File: config.mk
export PLATFORM = sky130hd
export DESIGN_NAME = vga_font_ctrl
export DESIGN_NICKNAME = d
export VERILOG_FILES = /design/src/rtl/vga_pkg.sv /design/src/rtl/vga_pipe_dly.sv /design/src/rtl/vga_font_ctrl.sv
export SDC_FILE = /design/constraint.sdc
export NUM_CORES = 1
export LEC_CHECK = 0
export ABC_AREA = 1
export CORE_ASPECT_RATIO = 2
export CORE_MARGIN = 1
export CORE_UTILIZATION = 65
export DETAILED_ROUTE_END_ITERATION = 12
export DONT_BUFFER_PORTS = 1
export HOLD_SLACK_MARGIN = 0.03
export PLACE_DENSITY = 0.92
export SLEW_MARGIN = 20
export SYNTH_ARGS = -nofsm -noshare
export SYNTH_HDL_FRONTEND = slang
export SYNTH_SLANG_ARGS = --single-unit
File: constraint.sdc
create_clock -name clk_i -period 6.16 [get_ports clk_i]
set_clock_uncertainty 0.2 [all_clocks]
set_input_delay 0.924 -clock clk_i [delete_from_list [all_inputs] [get_ports clk_i]]
set_output_delay 0.924 -clock clk_i [all_outputs]
set_load 0.005 [all_outputs]
File: src/rtl/vga_pkg.sv
// Shared VGA timing constants, readback FSM encoding
// and the per-pixel context carried down the fetch pipe.
package vga_pkg;

  localparam int H_ACTIVE  = 640;
  localparam int V_ACTIVE  = 480;
  localparam int TEXT_COLS = 80;
  localparam int TEXT_ROWS = 30;
  localparam int CHAR_W    = 8;
  localparam int CHAR_H    = 16;

  typedef enum logic [1:0] {
    RD_IDLE  = 2'd0,
    RD_ISSUE = 2'd1,
    RD_RESP  = 2'd2
  } rd_state_e;

  typedef struct packed {
    logic       active;
    logic [2:0] col;
    logic [3:0] vline;
  } pix_ctx_t;

endpackage

File: src/rtl/vga_pipe_dly.sv
// Two-stage register delay line for the pixel context
// that travels alongside the text and font RAM reads.
module vga_pipe_dly #(
  parameter int W = 8
) (
  input  logic         clk_i,
  input  logic         rstn_i,
  input  logic [W-1:0] d_i,
  output logic [W-1:0] d1_o,
  output logic [W-1:0] d2_o
);

  logic [W-1:0] d1_q;
  logic [W-1:0] d2_q;

  always_ff @(posedge clk_i or negedge rstn_i) begin
    if (!rstn_i) begin
      d1_q <= '0;
      d2_q <= '0;
    end else begin
      d1_q <= d_i;
      d2_q <= d1_q;
    end
  end

  assign d1_o = d1_q;
  assign d2_o = d2_q;

endmodule

File: src/rtl/vga_font_ctrl.sv
// Text-mode glyph fetch and pixel shifter with a host
// font readback port that only uses blanking cycles.
module vga_font_ctrl #(
  parameter int FONT_ADDR_WIDTH = 11,
  parameter int FONT_DATA_WIDTH = 8,
  parameter int TEXT_COLS       = 80
) (
  input  logic                       clk_i,
  input  logic                       rstn_i,
  input  logic [9:0]                 hcount_i,
  input  logic [9:0]                 vcount_i,
  input  logic                       active_i,
  output logic [11:0]                char_addr_o,
  input  logic [6:0]                 char_i,
  output logic [FONT_ADDR_WIDTH-1:0] font_addr_o,
  input  logic [FONT_DATA_WIDTH-1:0] font_data_i,
  output logic                       pixel_o,
  output logic                       pixel_valid_o,
  input  logic                       rd_req_i,
  input  logic [FONT_ADDR_WIDTH-1:0] rd_addr_i,
  output logic                       rd_ack_o,
  output logic [FONT_DATA_WIDTH-1:0] rd_data_o
);

  import vga_pkg::*;

  pix_ctx_t ctx_in;
  pix_ctx_t ctx_d1;
  pix_ctx_t ctx_d2;

  rd_state_e                  state_q;
  logic [FONT_ADDR_WIDTH-1:0] addr_q;
  logic                       ack_q;
  logic [FONT_DATA_WIDTH-1:0] data_q;

  logic pix_d;
  logic pix_q;
  logic pixv_d;
  logic pixv_q;

  assign ctx_in = '{
    active: active_i,
    col:    hcount_i[2:0],
    vline:  vcount_i[3:0]
  };

  vga_pipe_dly #(
    .W ($bits(pix_ctx_t))
  ) u_dly (
    .clk_i  (clk_i),
    .rstn_i (rstn_i),
    .d_i    (ctx_in),
    .d1_o   (ctx_d1),
    .d2_o   (ctx_d2)
  );

  always_comb begin
    char_addr_o = '0;
    if (active_i)
      char_addr_o = 12'(vcount_i[9:4]) * 12'(TEXT_COLS)
                  + 12'(hcount_i[9:3]);
  end

  // ISSUE only ever lands on a cycle whose stage-1 slot is blank
  always_comb begin
    font_addr_o = FONT_ADDR_WIDTH'({char_i, ctx_d1.vline});
    if (state_q == RD_ISSUE)
      font_addr_o = addr_q;
  end

  always_comb begin
    pix_d  = ctx_d2.active ? font_data_i[ctx_d2.col] : 1'b0;
    pixv_d = ctx_d2.active;
  end

  always_ff @(posedge clk_i or negedge rstn_i) begin
    if (!rstn_i) begin
      pix_q  <= 1'b0;
      pixv_q <= 1'b0;
    end else begin
      pix_q  <= pix_d;
      pixv_q <= pixv_d;
    end
  end

  always_ff @(posedge clk_i or negedge rstn_i) begin
    if (!rstn_i) begin
      state_q <= RD_IDLE;
      addr_q  <= '0;
      ack_q   <= 1'b0;
      data_q  <= '0;
    end else begin
      ack_q <= 1'b0;
      unique case (state_q)
        RD_IDLE: begin
          if (rd_req_i && !active_i) begin
            state_q <= RD_ISSUE;
            addr_q  <= rd_addr_i;
          end
        end
        RD_ISSUE: state_q <= RD_RESP;
        RD_RESP: begin
          data_q  <= font_data_i;
          ack_q   <= 1'b1;
          state_q <= RD_IDLE;
        end
        default: state_q <= RD_IDLE;
      endcase
    end
  end

  assign pixel_o       = pix_q;
  assign pixel_valid_o = pixv_q;
  assign rd_ack_o      = ack_q;
  assign rd_data_o     = data_q;

endmodule
# After elaboration in Yosys (flattened, before gate mapping)
# Index checks and enable logic that the tools add are counted.
[word_totals] memories=0 latch_bits=0 mem_bits_rw=0 output_inout_bits=34 regBits=40 input_bits=50 mem_bits_ro=0
[classes] bitwise_logic=0 shift=0 add_sub_neg=1 div=0 magnitude_cmp=1 eq_ne=3 n_mux=8 n_reduce_logical=4 n_mul=1
[ops] cell="$add A12 B7 Y12" count=1
[ops] cell="$mux W12" count=1
[ops] cell="$mux W11" count=1
[ops] cell="$mul A6 B3 Y8 const B" count=1
[ops] cell="$lt A3 B4 Y1 const B" count=1
[ops] cell="$pmux W2 S2" count=1
[ops] cell="$bmux W1 S3" count=1
[ops] cell="$mux W1" count=3
[ops] cell="$eq A2 B1 Y1 const B" count=1
[ops] cell="$eq A2 B2 Y1 const B" count=1
[ops] cell="$logic_not A2 Y1" count=1
[ops] cell="$mux W2" count=1
[ops] cell="$ne A2 B2 Y1 const B" count=1
[ops] cell="$reduce_and A2 Y1" count=1
[ops] cell="$logic_and A1 B1 Y1" count=1
[ops] cell="$logic_not A1 Y1" count=1

# Depth between registers and ports, before layout
[logic_depth] depth_word=4 ltp_mapped=12

# Hierarchy
# A second synthesis with hierarchy kept.
[hier_totals] hier_cells=239 hier_area_um2=1963.1
[modules_own_cells] module="vga_font_ctrl" seq_area_each_um2=600.6 cells_each=223 area_each_um2=1562.7 n_inst=1
[modules_own_cells] module="vga_pipe_dly" seq_area_each_um2=400.4 cells_each=16 area_each_um2=400.4 n_inst=1

# Worst setup path before layout
# Ideal clock, no wire load.
[synth_timing] path_kind="input to output" start="input vcount_i[5]" end="output char_addr_o[11]" arrival_ns=2.453 path_buffers=0 setup_slack_ns=2.583 t_required_ns=5.036 cell_stages=9 cell_sequence="ha_1 -> ha_1 -> inv_1 -> fa_1 -> nor2_2 -> nand3_1 -> nor2_1 -> a21oi_1 -> nor2_1"
[synth_between] elab_chain_len=3
[synth_rtl] item="start: declaration" line="vga_font_ctrl.sv:11" rtl="input logic [9:0] vcount_i,"
[synth_rtl] item="$mul A6 B3 Y8" line="vga_font_ctrl.sv:60" rtl="char_addr_o = 12'(vcount_i[9:4]) * 12'(TEXT_COLS)"
[synth_rtl] item="$add A12 B7 Y12" line="vga_font_ctrl.sv:61" rtl="+ 12'(hcount_i[9:3]);"
[synth_rtl] item="$mux W12" line="vga_font_ctrl.sv:59" rtl="if (active_i)"
[synth_rtl] item="end: declaration" line="vga_font_ctrl.sv:13" rtl="output logic [11:0] char_addr_o,"
# No other way between the ends.

# Final worst setup path
# Same ends and word-level chain as after synthesis.

==> impl_results.rst <==
.. list-table::
   :header-rows: 1

   * - Metric
     - Value
   * - Antenna fix cells
     - 0
   * - RePlAce Congestion
     - 0.8180
   * - Final critical-path share of the clock period
     - 0.6060
   * - Run status
     - finished clean
   * - Seq cells post-synth
     - 36
   * - Vias in the first global route
     - 1457
   * - Critical path start-end classification
     - in2out
   * - Largest net degree at the start of global routing
     - 37
   * - Clock latency reported for the late side of the worst-skew pair
     - 0.28 ns
   * - CTS resizes
     - 0
   * - Category of the worst setup path capture point
     - output pin
   * - Number of primary I/O pins
     - 84
   * - Maximum ir drop on the vdd rail
     - 0.0002646 V
   * - Cell with the largest stage delay on the worst path
     - fa_1
   * - Leak Pwr
     - 1.119 nW
   * - Clock tree root driver cell
     - clkbuf_8
   * - Startpoint kind of the worst setup timing path
     - input pin
   * - Main area contributors after synthesis
     - dfrtp_1, nand2_1, ha_1, inv_1, a21oi_1
   * - Area of the die
     - 3097 sq um
   * - Router iterations before antenna repair
     - 4
   * - Maximum fanout count along the critical path
     - 3
   * - Category of cells accounting for the largest share of critical-path delay
     - adder cells
   * - Post-synthesis average cell area
     - 7.928 sq um
   * - Total setup violations reported at the end of the flow
     - 0
   * - Global-route total usage across every layer
     - 0.2743
   * - Synthesized Nets
     - 298
   * - Vias/cell
     - 5.607
   * - Maximum root-to-sink buffer count
     - 2
   * - Final critical delay including setup and external delays
     - 3.733 ns
   * - Post-Syn Instances
     - 235
   * - Via Count
     - 1497
   * - CP required
     - 5.04 ns
   * - Total number of clock tree sinks
     - 36
   * - Wire length of the first global-routing pass
     - 5.747 mm
   * - Dominant cell type by area after synthesis
     - dfrtp_1
   * - Floorplan die height
     - 77.71 microns
   * - Routed wire length
     - 3.643 mm
   * - Synth top area share
     - 0.4835
   * - Number of antenna violations at the first check in global routing
     - 0
   * - Hold Buf Count CTS
     - 0
   * - Unique cell type count in the Yosys netlist
     - 19
   * - Fraction of final layout cells with drive strength greater than 1
     - 0.07983
   * - Sequential fraction of the synthesis area
     - 0.4835
   * - Final Hold Slack
     - 0.1285 ns
   * - Arr. time, crit path
     - 2.61 ns
   * - Count of H-tree levels built during CTS
     - 2
   * - Buf+Inv Stages, Crit Path
     - 1
   * - Standard cell core area
     - 2736 sq um
   * - FMAX
     - 0.2679 GHz
   * - Number of max-slew violations in the final report
     - 0
   * - Yosys Warn Count
     - 0
   * - Longest individual stage delay on the worst path
     - 0.44 ns
   * - # Max-Cap Violations
     - 0
   * - Clock transition at the registers of the reported paths
     - 0.07 ns
   * - Unrepaired setup endpoints after global routing
     - no
   * - Total negative setup slack
     - 0 ns
   * - Cts bufs inserted
     - 5
   * - Half-perimeter wire length of the detailed placement result
     - 2.939 mm
   * - Starting density of the core
     - 0.6808
   * - Die outline width
     - 39.86 microns
   * - Startpoint of the worst setup timing path
     - vcount_i[5]
   * - Growth of design area from synthesis to finish
     - 6.246%
   * - Post-Synthesis Cell Area
     - 1863 sq um
   * - Post-route DRC
     - 0
   * - Least-Margin Pin Slew
     - 0.5187 ns
   * - Number of core rows
     - 27
   * - Normalized max-slew margin
     - 0.6531
   * - Number of DRC violations after detailed-routing iteration 0
     - 38
   * - Crit path cell chain
     - ha_1 > ha_1 > inv_1 > fa_1 > nor2_2 > nand3_1 > nor2_1 > a21oi_1 > nor2_1
   * - Grt total ovfl
     - 0
   * - Final #Nets
     - 300
   * - Launch point of the worst reg-to-reg path
     - state_q[1]$_DFFE_PN0P_
   * - Final count of hold timing violations
     - 0
   * - Postcts setup bufs
     - 0
   * - Routed wire per std cell
     - 13.64 microns
   * - Antenna violation net count after detailed routing
     - 0
   * - Pwr Density
     - 294.5 nW/um^2
   * - CTS tree
     - done
   * - Port-buffer cells
     - 0
   * - Worst min path class
     - in2async
==> worst paths after layout <==
path | slack (ns) | cells past startpoint | end
min in group clk_i | 0.15 | 0 | u_dly.d2_o[4]$_DFF_PN0_
max in group asynchronous | 5.55 | 0 | addr_q[6]$_DFFE_PN0P_
setup reg to reg | 4.58 | 4 | addr_q[4]$_DFFE_PN0P_
hold reg to reg | 0.15 | 0 | u_dly.d2_o[4]$_DFF_PN0_
hold / removal | 0.13 | 0 | rd_data_o[6]$_DFFE_PN0P_
setup / recovery | 2.43 | 9 | char_addr_o[11]
==> per-stage QoR <==
stage	cell area (sq um)	total power, W	utilization	setup slack [ns]	std cells
finish	1979	0.0005829	0.7234	2.427	267
detailed placement	1872	0.0003904	0.6840	2.426	259
floorplan	1863	0.0003702	-	2.583	235
global route	1979	0.0006209	0.7234	2.276	267
CTS	1979	0.0005882	0.7234	2.422	267
global placement	1872	0.0003835	0.6840	2.529	259
==> registers in the layout (all words and copies together), names as in the netlist <==
signal,count
pixel_o,1
rd_ack_o,1
u_dly.d2_o,4
addr_q,11
u_dly.d1_o,8
rd_data_o,8
pixel_valid_o,1
state_q,2
==> Yosys cell counts <==
master,n
buf_2,4
inv_2,6
and2_4,1
nor2_2,4
nand3_1,8
nand2_1,105
nor2_1,5
nor3_4,1
buf_4,1
inv_1,25
and2_1,1
dfrtp_1,36
o211ai_1,1
xnor2_1,1
a21oi_1,11
fa_1,2
o21ai_0,4
o21ai_1,8
ha_1,11
==> cells in the final DEF, fill, tap and decap left out <==
master     instances
and2_4             1
inv_1             25
nor3_4             1
clkbuf_1           1
clkbuf_8           5
bufinv_16          1
nor2_2             4
fa_1               2
o21ai_1            8
ha_1              11
nor2_1             5
xnor2_1            1
and2_1             1
clkinv_2           1
a21oi_1           11
inv_2              6
dfrtp_1           36
o21ai_0            4
nand2_1          105
o211ai_1           1
nand3_1            8
==> per-layer routing <==
layer / track usage / up-vias / routed length, microns / part of all wire
li1: - / 722 / - / -
met1: 0.2432 / 679 / 1223 / 0.34
met2: 0.4754 / 79 / 2021 / 0.55
met3: 0.06857 / 17 / 203 / 0.056
met4: 0.1966 / 0 / 194 / 0.053
met5: 0 / - / 0 / 0
==> power by group <==
part           switching [W]  internal, W  total [W]
clock network      0.0000774     0.000120   0.000197
logic              0.0000602    0.0000358  0.0000960
registers          0.0000201     0.000269   0.000290
total               0.000158     0.000425   0.000583
==> cells by family (layout without fill, tap and decap cells) <==
group | count (synthesis) | count (layout) | synth area share
simple gates | 125 | 125 | 0.2733
flops | 36 | 36 | 0.4835
buf+inv | 36 | 39 | 0.07723
compound gates | 24 | 24 | 0.06582
fa+ha+maj | 13 | 13 | 0.09537
xor+xnor | 1 | 1 | 0.004702
==> area by class of cell <==
class / count / area [sq um]
tap: 29 / 36.28
clock inverter: 2 / 35.03
inverter: 31 / 116.4
fill: 205 / 757.0
multi-input combinational: 163 / 818.3
clock buffer: 6 / 72.57
sequential: 36 / 900.9
Note: power is estimated with default switching activity, not from simulation.
